`src/rtl/threshold_monitor.sv`:
```
// Threshold monitor: flags a run of consecutive above-limit samples as an alarm,
// holds it with hysteresis until a below-limit sample, and tracks peak and entry count.
module threshold_monitor #(
  parameter int width   = 8,
  parameter int holdoff = 3
) (
  input  logic             clk,
  input  logic             reset,
  input  logic             in_valid,
  input  logic [width-1:0] sample,
  input  logic [width-1:0] hi_limit,
  input  logic [width-1:0] lo_limit,
  input  logic             clear,
  output logic             above,
  output logic             below,
  output logic             alarm,
  output logic [width-1:0] peak,
  output logic [7:0]       events
);

  localparam logic [1:0] ST_NORMAL  = 2'd0;
  localparam logic [1:0] ST_PENDING = 2'd1;
  localparam logic [1:0] ST_ALARM   = 2'd2;
  localparam logic [3:0] HOLD       = 4'(holdoff);

  logic [1:0]       r_state;
  logic [3:0]       r_run_cnt;
  logic             r_above;
  logic             r_below;
  logic [width-1:0] r_peak;
  logic [7:0]       r_events;

  logic             w_above;
  logic             w_below;
  logic [1:0]       w_state_next;
  logic [3:0]       w_run_next;
  logic             w_enter;

  // A sample that is both above and below counts as above outside ALARM
  // and as below inside ALARM, which falls out of the per-state checks.
  always_comb begin
    w_above      = (sample > hi_limit);
    w_below      = (sample < lo_limit);
    w_state_next = r_state;
    w_run_next   = r_run_cnt;
    w_enter      = 1'b0;
    case (r_state)
      ST_NORMAL: begin
        if (w_above) begin
          if (HOLD == 4'd1) begin
            w_state_next = ST_ALARM;
            w_run_next   = 4'd0;
            w_enter      = 1'b1;
          end else begin
            w_state_next = ST_PENDING;
            w_run_next   = 4'd1;
          end
        end
      end
      ST_PENDING: begin
        if (w_above) begin
          if ((r_run_cnt + 4'd1) == HOLD) begin
            w_state_next = ST_ALARM;
            w_run_next   = 4'd0;
            w_enter      = 1'b1;
          end else begin
            w_run_next = r_run_cnt + 4'd1;
          end
        end else begin
          w_state_next = ST_NORMAL;
          w_run_next   = 4'd0;
        end
      end
      ST_ALARM: begin
        if (w_below) begin
          w_state_next = ST_NORMAL;
          w_run_next   = 4'd0;
        end
      end
      default: begin
        w_state_next = ST_NORMAL;
        w_run_next   = 4'd0;
      end
    endcase
  end

  always_ff @(posedge clk) begin
    if (reset) begin
      r_state   <= ST_NORMAL;
      r_run_cnt <= 4'd0;
      r_above   <= 1'b0;
      r_below   <= 1'b0;
      r_peak    <= '0;
      r_events  <= 8'd0;
    end else if (clear) begin
      // Peak and event count survive a software clear.
      r_state   <= ST_NORMAL;
      r_run_cnt <= 4'd0;
      r_above   <= 1'b0;
      r_below   <= 1'b0;
    end else if (in_valid) begin
      r_state   <= w_state_next;
      r_run_cnt <= w_run_next;
      r_above   <= w_above;
      r_below   <= w_below;
      if (w_enter) begin
        r_peak <= sample;
        if (r_events != 8'd255) r_events <= r_events + 8'd1;
      end else if ((r_state == ST_ALARM) && (sample > r_peak)) begin
        r_peak <= sample;
      end
    end
  end

  assign above  = r_above;
  assign below  = r_below;
  assign alarm  = (r_state == ST_ALARM);
  assign peak   = r_peak;
  assign events = r_events;

endmodule

```
`config.mk`:
```
export PLATFORM = sky130hd
export DESIGN_NAME = threshold_monitor
export DESIGN_NICKNAME = d
export VERILOG_FILES = /design/src/rtl/threshold_monitor.sv
export SDC_FILE = /design/constraint.sdc
export NUM_CORES = 1
export LEC_CHECK = 0
export ABC_AREA = 0
export BUFFER_PORTS_ARGS = -buffer_cell sky130_fd_sc_hd__buf_2
export CAP_MARGIN = 40
export CORE_MARGIN = 5
export CORE_UTILIZATION = 55
export CTS_BUF_LIST = sky130_fd_sc_hd__clkbuf_8 sky130_fd_sc_hd__clkbuf_16
export DETAILED_ROUTE_END_ITERATION = 6
export GPL_TIMING_DRIVEN = 1
export PLACE_DENSITY_LB_ADDON = 0.08
export SLEW_MARGIN = 5
export SYNTH_ARGS = -nofsm -noshare
export SYNTH_HDL_FRONTEND = slang
export SYNTH_SLANG_ARGS = --single-unit
```
`constraint.sdc`:
```
create_clock -name clk -period 4.1 [get_ports clk]
set_input_delay 0.82 -clock clk [delete_from_list [all_inputs] [get_ports clk]]
set_output_delay 0.82 -clock clk [all_outputs]
set_load 0.02 [all_outputs]
```
# ---- Word-level counts from Yosys, hierarchy flattened
# Cells that the tools add are included.
dict set report totals {
  in_bits 28
  wordCells 42
  regBits 24
  out_inout_bits 19
}
dict set report op_classes {
  n_lt_le_gt_ge 3
  muxes 15
  n_reduce_logical 8
  add_sub_neg 2
  n_eq_ne 7
  n_bitwise 1
}
# cell n
set ops {}
lappend ops {{8-bit > comparator} 2}
lappend ops {{4-bit 2-to-1 mux} 4}
lappend ops {{8-bit 2-to-1 mux} 2}
lappend ops {{4-bit case mux with 3 select lines} 1}
lappend ops {{8-bit by 1-bit adder with 8-bit output, second input constant} 1}
lappend ops {{8-bit < comparator} 1}
lappend ops {{2-bit 2-to-1 mux} 4}
lappend ops {{8-bit != test, second input constant} 1}
lappend ops {{4-bit AND reduction} 2}
lappend ops {{2-bit case mux with 3 select lines} 1}
lappend ops {{3-bit AND reduction} 2}
lappend ops {{4-bit by 1-bit adder with 4-bit output, second input constant} 1}
lappend ops {{4-bit by 2-bit equality test with 1-bit output, second input constant} 1}
lappend ops {{1-bit 2-to-1 mux} 3}
lappend ops {{3-bit != test, second input constant} 1}
lappend ops {{2-bit by 1-bit equality test with 1-bit output, second input constant} 1}
lappend ops {{2-bit equality test, second input constant} 1}
lappend ops {{2-bit logical NOT} 1}
lappend ops {{2-bit by 1-bit != test with 1-bit output, second input constant} 1}
lappend ops {{2-bit != test, second input constant} 1}
lappend ops {{2-bit nonzero test} 1}
lappend ops {{2-bit OR reduction} 1}
lappend ops {{1-bit logical AND} 1}
lappend ops {{1-bit NOT} 1}

# ---- Depth between registers and ports, before layout
# Gate-level depths: netlist of the first run.
dict set report depth {
  ltp_word 7
  depth_mapped 10
  depth_no_buf 8
}

# ---- Worst setup path before layout of the first run
# No wires, ideal clock.
dict set report synth_timing {
  path_kind {in2reg}
  start {in hi_limit[3]}
  end {reg r_events[5], in the netlist events[5]}
  required_ns 3.979
  n_path_buf 2
  setup_time_ns 0.121
  arrival_time_ns 2.493
  cell_stages 10
  path_slack_ns 1.486
  cell_sequence {inv_1 ha_1 and4_4 a21oi_2 and3_4 buf_6 o21a_4 buf_8 nand4_4 mux2_4}
}
dict set report synth_via {
  elab_chain_len 4
}
# element line_no
set synth_rtl {}
lappend synth_rtl {{start: declaration} 11} ;# input logic [width-1:0] hi_limit,
lappend synth_rtl {{8-bit > comparator} 42} ;# w_above = (sample > hi_limit);
lappend synth_rtl {{1-bit 2-to-1 mux} 61} ;# if (w_above) begin
lappend synth_rtl {{1-bit 2-to-1 mux} 47} ;# case (r_state)
lappend synth_rtl {{4-bit AND reduction (no line)} n/a}
lappend synth_rtl {{end signal: assignment} 108} ;# if (r_events != 8'd255) r_events <= r_events + 8'd1;
lappend synth_rtl {{end: declaration} 31} ;# logic [7:0] r_events;
# No other way between the ends.
# A chain may end at the register's enable or synchronous reset.

# ---- Worst setup path after layout of the first run
dict set report layout_timing {
  start {in sample[3]}
  end {reg r_events[5], in the netlist events[5]}
}
dict set report layout_via {
  elab_chain_len 4
}
# element line_no
set layout_rtl {}
lappend layout_rtl {{start: declaration} 10} ;# input logic [width-1:0] sample,
lappend layout_rtl {{8-bit > comparator} 42}
lappend layout_rtl {{1-bit 2-to-1 mux} 61}
lappend layout_rtl {{1-bit 2-to-1 mux} 47}
lappend layout_rtl {{4-bit AND reduction (no line)} n/a}
# No other way between the ends.

==> results.md, run 1 <==
- Die area: 4850 um^2
- # fillers: 300
- RSZ-0062 raised after global routing: false
- Critical Path End Type: flip-flop
- ANT nets after route: 0
- Cells after Synth: 221
- Resized Gates After CTS: 0
- TritonRoute pass-1 iters: 4
- Ant. Diodes: 0
- Total wire length: 4320 um
- Via count: 1,774
- Max cap viols: 0
- Critical Path Start Type: input pin
- Clock sink count: 24
- Clock Skew: 0.00387 ns
- Setup Viol. Count Final: 0
- Critical Path Source: sample[3]
- Crit Reg-Reg Endpoint: events[5]$_SDFFE_PP0P_
- CTS tree: built
- Clk_lat worst skew: 0.27 ns
- Finished Layout Cells: 312
- Max frequency: 0.395 GHz
- Row count: 21
- Leak pwr: 1.11 nW
- # hold bufs at CTS: 0
- H-tree depth: 1
- Slew Limit Headroom: 60.2%
- Pins Over Slew Limit: 0
- Number of clock buffers inserted by TritonCTS: 3
- Starting DRC count in detailed routing: 71
- Vias/cell: 5.69
- Gr ovfl total: 0
- Setup crit end: events[5]$_SDFFE_PP0P_
- Final nets: 321
- Ys flop type: dfxtp_1
- R2R setup slack: 1.96 ns
- Yosys cell types: 53
- Post-Syn Nets: 275
- Crit path DAT: 2.70 ns
- Placed Cells: 308
- Post-synth EDFFs: 0
- Post-CTS setup buffers: 0
- Ys async rst share: 0%
- Crit path max fanout: 11
- Placer Congestion: 0.780
- Die X: 69.6 um
- First-pass GRT wire length: 7290 um
- Vias in the first global route: 1,645
- Status: finished, final reports clean
- Tmin final: 2.53 ns
- Final HPWL DP: 3500 um
- FF-to-FF path depth: 7
- Multi-input logic area: 1340 um^2
- Least-Margin Pin Slew: 0.594 ns
- Remaining DRCs: 0
- Most common cell after layout, fill and taps aside: buf_2
- FF+latch count, synth: 24
- CTS Buffer Depth: 2
- Synthesis-to-finish area growth: 16.5%
- Synthesis Warnings: 0
- Pwr Density: 238 nW/um^2
- Seq/Total Area, Yosys: 24.6%
- WL per Instance: 13.8 um
- Worst VDD drop: 0.189 mV
- Utilization after layout: 67.1%
- Core ar.: 3390 um^2
- Reg2reg start: r_run_cnt[0]$_SDFFE_PP0P_
- Hold crit path type: flip-flop to flip-flop
- Critical path class: input pin to flip-flop
- Final Hold Vio Count: 0
- Initial Util: 57.7%
- Final TNS setup: 0 ns
- Share of cells above drive strength 1: 24.8%
- Most frequent cells in the layout: 46 x buf_2, 26 x ha_1, 25 x inv_1
- Syn avg cell area: 8.84 um^2
- Largest net degree at the start of global routing: 33
- Global-route usage over all layers: 17.8%
- CP required: 4.26 ns
- Die span in y: 69.6 um
- Reg area: 480 um^2
- Clock root buffer master: clkbuf_8
- Cell Area, Synth: 1950 um^2
- Crit share post-route: 61.8%
- Boundary Pins: 47
- Clock transition at path regs: 0.09 ns
- Buffers on Ports: 46
- Initial antenna violation count: 0
## worst min-delay path by stage
stage	slack, ns	depth (start not counted)	end	startpoint
2_1_floorplan	0.50	2	r_state[1]$_SDFFE_PP0P_	r_state[1]$_SDFFE_PP0P_
3_3_place_gp	0.47	2	peak[4]$_SDFFE_PP0P_	peak[4]$_SDFFE_PP0P_
3_5_place_dp	0.48	2	peak[4]$_SDFFE_PP0P_	peak[4]$_SDFFE_PP0P_
4_1_cts	0.50	2	peak[4]$_SDFFE_PP0P_	peak[4]$_SDFFE_PP0P_
5_1_grt	0.53	2	peak[7]$_SDFFE_PP0P_	peak[7]$_SDFFE_PP0P_
6_report	0.49	2	peak[4]$_SDFFE_PP0P_	peak[4]$_SDFFE_PP0P_
## critical path: stages
cell	delay [ns]
buf_2	0.14
ha_1	0.33
and4_4	0.22
nand2b_1	0.19
a211oi_4	0.32
o21a_4	0.26
nand4_4	0.11
mux2_4	0.31
## metal layers
metal	up-vias	wire, um	track usage, %
met5	-	0	0
met4	0	21	4.26
met3	2	178	3.19
met2	39	2080	30.3
met1	834	2040	23.3
li1	899	-	-
## cells in the mapped netlist (2+ instances only)
master	number	area (um^2)
dfxtp_1	24	480
a41o_1	2	20.0
o2111ai_1	2	17.5
nor2_1	11	41.3
ha_1	26	325
mux2i_1	9	90.1
xor2_1	2	17.5
a21oi_1	11	55.1
nor4_1	2	12.5
a22oi_1	3	22.5
o21ai_0	6	30.0
a211oi_1	5	37.5
a31oi_1	3	18.8
nand2_1	7	26.3
and4_4	2	22.5
a311oi_1	2	17.5
o211ai_1	3	22.5
nand2b_1	20	125
and3_1	3	18.8
nand4_1	3	18.8
clkbuf_1	3	11.3
nor2b_1	6	37.5
inv_1	25	93.8
and2_1	3	18.8
nand3_1	8	40.0
nor3_1	3	15.0
## stage by stage
stage / cell area, um^2 / setup WS, ns / power, mW / hold WS (ns)
detailed placement: 2200 / 1.27 / 0.338 / 0.481
global route: 2280 / 1.45 / 0.573 / 0.533
finish: 2280 / 1.57 / 0.542 / 0.489
floorplan: 1950 / 1.49 / 0.306 / 0.498
CTS: 2280 / 1.56 / 0.547 / 0.496
global placement: 2200 / 1.32 / 0.337 / 0.472
## state kept, by name, indices dropped and copies added (netlist names)
register / cells
below: 1
r_state: 2
above: 1
peak: 8
events: 8
r_run_cnt: 4
## cells by family (layout without fill, tap and decap cells)
| family | Yosys count | after routing | share of synthesized area, % |
|---|---|---|---|
| AND/OR/NAND/NOR | 77 | 77 | 24.5 |
| AO/OA/AOI/OAI | 52 | 52 | 21.3 |
| buffers and inverters | 30 | 75 | 6.72 |
| adder cells (fa/ha/maj) | 26 | 26 | 16.6 |
| flip-flops | 24 | 24 | 24.6 |
| multiplexers | 10 | 10 | 5.38 |
| XOR/XNOR | 2 | 2 | 0.896 |
## power breakdown
part           internal (mW)  leakage [nW]  switching [mW]  total, mW
sequential             0.235         0.194         0.00215      0.237
clock                  0.131        0.0357          0.0785      0.209
combinational         0.0428         0.881          0.0536     0.0964
total                  0.408          1.11           0.134      0.542
## final cells by class
class | instances | area share [%]
clock buffer | 3 | 1.81
multi-input combinational | 167 | 59.0
clock inverter | 1 | 1.32
sequential | 24 | 21.1
inverter | 25 | 4.12
tap | 46 | 2.53
timing repair buffer | 46 | 10.1
Power figures use the tool's default switching activity.
==> run 2: changes to the inputs <==
- CORE_UTILIZATION: 55 -> 54
- clock period: 4.1 -> 2.4 ns (I/O delays scaled with it)
==> run 2 against run 1 <==
Effect of this change: flip-flop and latch count unchanged; power increased by 75%; global-route usage increased by 1.5 points; final cell count increased by 4.5%; critical endpoint is now r_run_cnt[1]$_SDFFE_PP0P_; largest cell class unchanged; clock skew decreased by 0.0018 ns; clock power increased by 77%; routed wire length increased by 6.3%.
==> results.md, run 2 (synthesis gave the netlist of run 1 again) <==
- RSZ-0062 raised after global routing: false
- Pins Over Slew Limit: 0 (unchanged)
- Clock transition at path regs: 0.09 ns (about the same)
- Reg power frac: 42.5% (-1.2 points)
- Resized Gates After CTS: 0 (unchanged)
- First-pass GRT wire length: 7900 um (+8.3%)
- CP cell instances: buf_2, ha_1, and4_4, nand2b_1, a211oi_1, o41ai_4, o41ai_1
- Die span in y: 70.2 um (+0.79%)
- Sw Ratio: 25.7% (+0.91 points)
- Clock power frac: 38.8% (+0.2 points)
- Vias/cell: 5.51 (-3.1%)
- Placer Congestion: 0.825 (+5.7%)
- Initial antenna violation count: 0 (unchanged)
- Worst path max stage delay: 0.46 ns (+0.13 ns)
- Ant. Diodes: 0 (unchanged)
- Boundary Pins: 47 (unchanged)
- CTS tree: built
- Psw: 0.244 mW (+82%)
- Most frequent cells in the layout: 46 x buf_2, 26 x ha_1, 25 x inv_1
- Share of cells above drive strength 1: 28.6% (+3.8 points)
- Die X: 70.2 um (+0.79%)
- Buf/Inv on CP: 1 (unchanged)
- Crit share post-route: 88.0%
- Leak pwr: 1.18 nW (+6.4%)
- Global-route usage over all layers: 19.3% (+1.5 points)
- Crit path DAT: 2.28 ns (-0.42 ns)
- # hold bufs at CTS: 0 (unchanged)
- Final HPWL DP: 3650 um (+4.4%)
- Post-CTS setup buffers: 0 (unchanged)
- TritonRoute pass-1 iters: 4 (unchanged)
- Gr ovfl total: 0 (unchanged)
- Clock sink count: 24 (unchanged)
- Reg2reg start: r_run_cnt[0]$_SDFFE_PP0P_
- Most common cell after layout, fill and taps aside: buf_2
- Setup slack at placement: -0.0145 ns (-1.29 ns)
- Hold Crit Start: sample[0]
- Slew Limit Headroom: 57.4% (-2.8 points)
- Row count: 21 (unchanged)
- Pwr Density: 397 nW/um^2 (+67%)
- Int Pwr: 0.707 mW (+73%)
- Clock Skew: 0.00202 ns (-0.00185 ns)
- Max frequency: 0.474 GHz
- Final worst slack: 0.289 ns (-1.28 ns)
- Critical path class: input pin to flip-flop
- Critical Path End Type: flip-flop
- CP required: 2.57 ns (-1.69 ns)
- Final nets: 335 (+4.4%)
- Number of clock buffers inserted by TritonCTS: 3 (unchanged)
- Least-Margin Pin Slew: 0.636 ns (+0.0421 ns)
- Core ar.: 3420 um^2 (+0.78%)
- WL per Instance: 14.1 um (+1.7%)
- Buffers on Ports: 46 (unchanged)
- Worst VDD drop: 0.387 mV (+100%)
- Tmin final: 2.11 ns
- Starting DRC count in detailed routing: 72 (+1.4%)
- Final Hold Vio Count: 0 (unchanged)
- Total wire length: 4590 um (+6.3%)
- CTS Buffer Depth: 2 (unchanged)
- Vias in the first global route: 1,834 (+11%)
- Via count: 1,796 (+1.2%)
- ANT nets after route: 0 (unchanged)
- Clk_lat worst skew: 0.27 ns (about the same)
- Clock root buffer master: clkbuf_8
- CP delay by family, top: compound AO/OA/AOI/OAI gates
- Setup Viol. Count Final: 0 (unchanged)
- Largest net degree at the start of global routing: 32 (-3.0%)
- Die area: 4920 um^2 (+1.6%)
- Crit path max fanout: 6 (-5)
- H-tree depth: 1 (unchanged)
- Max cap viols: 0 (unchanged)
- Remaining DRCs: 0 (unchanged)
- Hold crit path type: input pin to flip-flop
- Final TNS setup: 0 ns (unchanged)
- Status: finished, final reports clean
- Slowest stage cell, crit path: a211oi_1
- Power share of the combinational group: 18.7% (+0.9 points)
- Initial Util: 57.2% (-0.44 points)
- Critical Path Start Type: input pin
- Critical Path Source: sample[3]
- Synthesis-to-finish area growth: 22.5%
-- run 2: tightest hold or removal path: stages --
cell,delay [ns]
buf_2,0.11
nand2b_1,0.06
mux2i_1,0.06
-- run 2: metrics by stage --
stage / utilization [%] / power (mW) / area, um^2 / hold WS [ns] / std cells
after global routing: 70.1 / 0.996 / 2390 / 0.486 / 326
after CTS: 70.1 / 0.960 / 2390 / 0.471 / 326
after global placement: 68.0 / 0.588 / 2320 / 0.477 / 322
final: 70.1 / 0.951 / 2390 / 0.470 / 326
after detailed placement: 68.0 / 0.591 / 2320 / 0.485 / 322
after floorplan: - / 0.523 / 1950 / 0.498 / 221
-- run 2: power groups by stage --
stage	combinational, mW	clock (mW)	sequential [mW]
detailed placement	0.178	0	0.413
global placement	0.174	0	0.414
CTS	0.179	0.376	0.404
finish	0.178	0.369	0.404
floorplan	0.108	0	0.415
global route	0.200	0.391	0.405
-- run 2: path summary, 6_finish.rpt --
kind              slack (ns)                   endpoint  cells after the start
setup reg to reg        0.33     events[5]$_SDFFE_PP0P_                      7
hold reg to reg         0.49       peak[3]$_SDFFE_PP0P_                      2
setup / recovery        0.29  r_run_cnt[1]$_SDFFE_PP0P_                      7
hold / removal          0.47       peak[0]$_SDFFE_PP0P_                      3
-- run 2: layer usage --
| metal | vias to the layer above | track usage [%] | share of wire [%] | wire, um |
|---|---|---|---|---|
| met1 | 829 | 21.6 | 44 | 2040 |
| li1 | 921 | - | - | - |
| met2 | 40 | 36.3 | 50 | 2300 |
| met4 | 0 | 5.74 | 1.4 | 65 |
| met3 | 6 | 4.02 | 4.1 | 188 |
| met5 | - | 0 | 0 | 0 |
-- run 2: area by class of cell --
| cell class | count | area, um^2 |
|---|---|---|
| Clock buffer | 3 | 41.3 |
| Inverter | 25 | 93.8 |
| Sequential cell | 24 | 480 |
| Fill cell | 305 | 1020 |
| Clock inverter | 1 | 30.0 |
| Timing Repair Buffer | 60 | 348 |
| Tap cell | 46 | 57.6 |
| Multi-Input combinational cell | 167 | 1340 |
==> run 3: changes to the inputs <==
- GPL_TIMING_DRIVEN: 1 -> 0
- SETUP_SLACK_MARGIN: unset -> 0.5
==> run 3 against run 2 <==
Effect of this change: flip-flop and latch count unchanged; setup slack improved by 0.077 ns; routed wire length increased by 11%; first-iteration DRC count rose by 24%; power increased by 4.5%; critical path depth is 4 higher; critical endpoint is now events[5]$_SDFFE_PP0P_.
==> results.md, run 3 (synthesis gave the netlist of run 1 again) <==
- Hold Crit Start: sample[6]
- Vias in the first global route: 1,852 (+0.98%)
- Status: finished, final reports clean
- Largest net degree at the start of global routing: 15 (-53%)
- Placer Congestion: 0.785 (-4.9%)
- Crit path max fanout: 5 (-1)
- CP required: 2.56 ns (about the same)
- FF-to-FF path depth: 8 (+1)
- Remaining DRCs: 0 (unchanged)
- Least-Margin Pin Slew: 0.560 ns (-0.0768 ns)
- Initial antenna violation count: 0 (unchanged)
- Placed Cells: 313 (-2.8%)
- Starting DRC count in detailed routing: 89 (+24%)
- Critical path class: input pin to flip-flop
- Max cap viols: 0 (unchanged)
- Global-route usage over all layers: 20.9% (+1.6 points)
- Most frequent cells in the layout: 32 x buf_2, 21 x dfxtp_1, 19 x nand2b_1
- Final nets: 344 (+2.7%)
- Number of clock buffers inserted by TritonCTS: 3 (unchanged)
- Clock Skew: 0.00409 ns (+0.00207 ns)
- Slew Limit Headroom: 62.5% (+5.1 points)
- Leak pwr: 1.27 nW (+7.2%)
- Buffers on Ports: 46 (unchanged)
- Core ar.: 3420 um^2 (unchanged)
- Clock sink count: 24 (unchanged)
- Crit path DAT: 2.19 ns (-0.09 ns)
- Crit share post-route: 84.8% (-3.2 points)
- Pwr Density: 353 nW/um^2 (-11%)
- Boundary Pins: 47 (unchanged)
- Hold endpoint: peak[6]$_SDFFE_PP0P_
- Via count: 1,884 (+4.9%)
- Utilization after layout: 82.3% (+12 points)
- Clock transition at path regs: 0.09 ns (about the same)
- Final Hold Vio Count: 0 (unchanged)
- Die span in y: 70.2 um (unchanged)
- Hold crit path type: input pin to flip-flop
- Critical Path End Type: flip-flop
- Finished Layout Cells: 335 (+2.8%)
- RSZ-0062 raised after global routing: true
- Total wire length: 5110 um (+11%)
- Vias/cell: 5.62 (+2.1%)
- Crit Reg-Reg Endpoint: events[5]$_SDFFE_PP0P_
- Ant. Diodes: 0 (unchanged)
- Share of cells above drive strength 1: 40.8% (+12 points)
- Clock root buffer master: clkbuf_8
- Critical Path Start Type: input pin
- Max frequency: 0.492 GHz (+3.8%)
- Gr ovfl total: 0 (unchanged)
- Tmin final: 2.03 ns (-0.0774 ns)
- Initial Util: 57.2% (unchanged)
- # hold bufs at CTS: 0 (unchanged)
- Reg2reg start: r_run_cnt[1]$_SDFFE_PP0P_
- Final TNS setup: 0 ns (unchanged)
- Pins Over Slew Limit: 0 (unchanged)
- Most common cell after layout, fill and taps aside: buf_2
- Setup Viol. Count Final: 0 (unchanged)
- ANT nets after route: 0 (unchanged)
- Min-Delay Path Depth: 3 (unchanged)
- First-pass GRT wire length: 8670 um (+9.7%)
- WL per Instance: 15.3 um (+8.3%)
- CTS Buffer Depth: 2 (unchanged)
- Synthesis-to-finish area growth: 43.9%
- TritonRoute pass-1 iters: 4 (unchanged)
- H-tree depth: 1 (unchanged)
- Die area: 4920 um^2 (unchanged)
- R2R setup slack: 0.43 ns (+0.10 ns)
- Die X: 70.2 um (unchanged)
- # fillers: 226 (-26%)
- Row count: 21 (unchanged)
- Clk_lat worst skew: 0.27 ns (about the same)
- Final HPWL DP: 3510 um (-3.9%)
- CTS tree: built
- Worst VDD drop: 0.294 mV (-24%)
run 3: report_power, final:
part / total, mW / switching, mW / internal [mW]
clock: 0.356 / 0.133 / 0.223
combinational: 0.235 / 0.117 / 0.118
sequential: 0.403 / 0.00362 / 0.399
total: 0.994 / 0.254 / 0.740
run 3: final cells by class:
type                            instances  area, um^2  share of cell area [%]
Buffer                                  5        37.5                    1.33
Clock buffer                            3        41.3                    1.47
Clock inverter                          1        30.0                    1.07
Inverter                               25         116                    4.14
Multi-Input combinational cell        167        1550                    55.2
Sequential cell                        24         489                    17.4
Tap cell                               46        57.6                    2.05
Timing Repair Buffer                   64         489                    17.4
run 3: worst max-delay path, cell delays in order:
cell and delay [ns]:
buf_8 0.09, inv_12 0.03, ha_4 0.24, and4_4 0.27
a21oi_4 0.06, and3_4 0.15, buf_6 0.12, o21a_4 0.23
buf_8 0.13, nand4_4 0.08, mux2_4 0.30
run 3: worst max path at each step:
stage | startpoint | end | slack [ns] | cells past startpoint
detailed placement | hi_limit[6] | events[5]$_SDFFE_PP0P_ | -0.06 | 11
floorplan | hi_limit[6] | events[5]$_SDFFE_PP0P_ | 0.23 | 10
global route | hi_limit[6] | events[5]$_SDFFE_PP0P_ | 0.32 | 11
finish | hi_limit[6] | events[5]$_SDFFE_PP0P_ | 0.37 | 11
global placement | sample[1] | events[5]$_SDFFE_PP0P_ | -0.04 | 9
CTS | hi_limit[6] | events[5]$_SDFFE_PP0P_ | 0.37 | 11
run 3: what timing repair did:
action,CTS,global route
pin swaps,16,13
endpoints found under the setup margin,19,23
gates resized for setup,39,13
setup buffers,16,2
run 3: metal layers:
metal,vias up,share of wire [%],track usage (%)
met5,-,0,0
met4,0,1.1,4.68
met3,7,2.9,2.87
met2,33,49,36.1
met1,902,47,27.6
li1,942,-,-
run 3: stage by stage:
| stage | total power [mW] | area (um^2) | setup WS, ns | hold WS, ns |
|---|---|---|---|---|
| after floorplan | 0.538 | 2100 | 0.230 | 0.501 |
| after global placement | 0.603 | 2380 | -0.0391 | 0.479 |
| after detailed placement | 0.608 | 2380 | -0.0607 | 0.482 |
| after CTS | 0.992 | 2740 | 0.372 | 0.474 |
| after global routing | 1.04 | 2810 | 0.320 | 0.489 |
| final | 0.994 | 2810 | 0.366 | 0.476 |
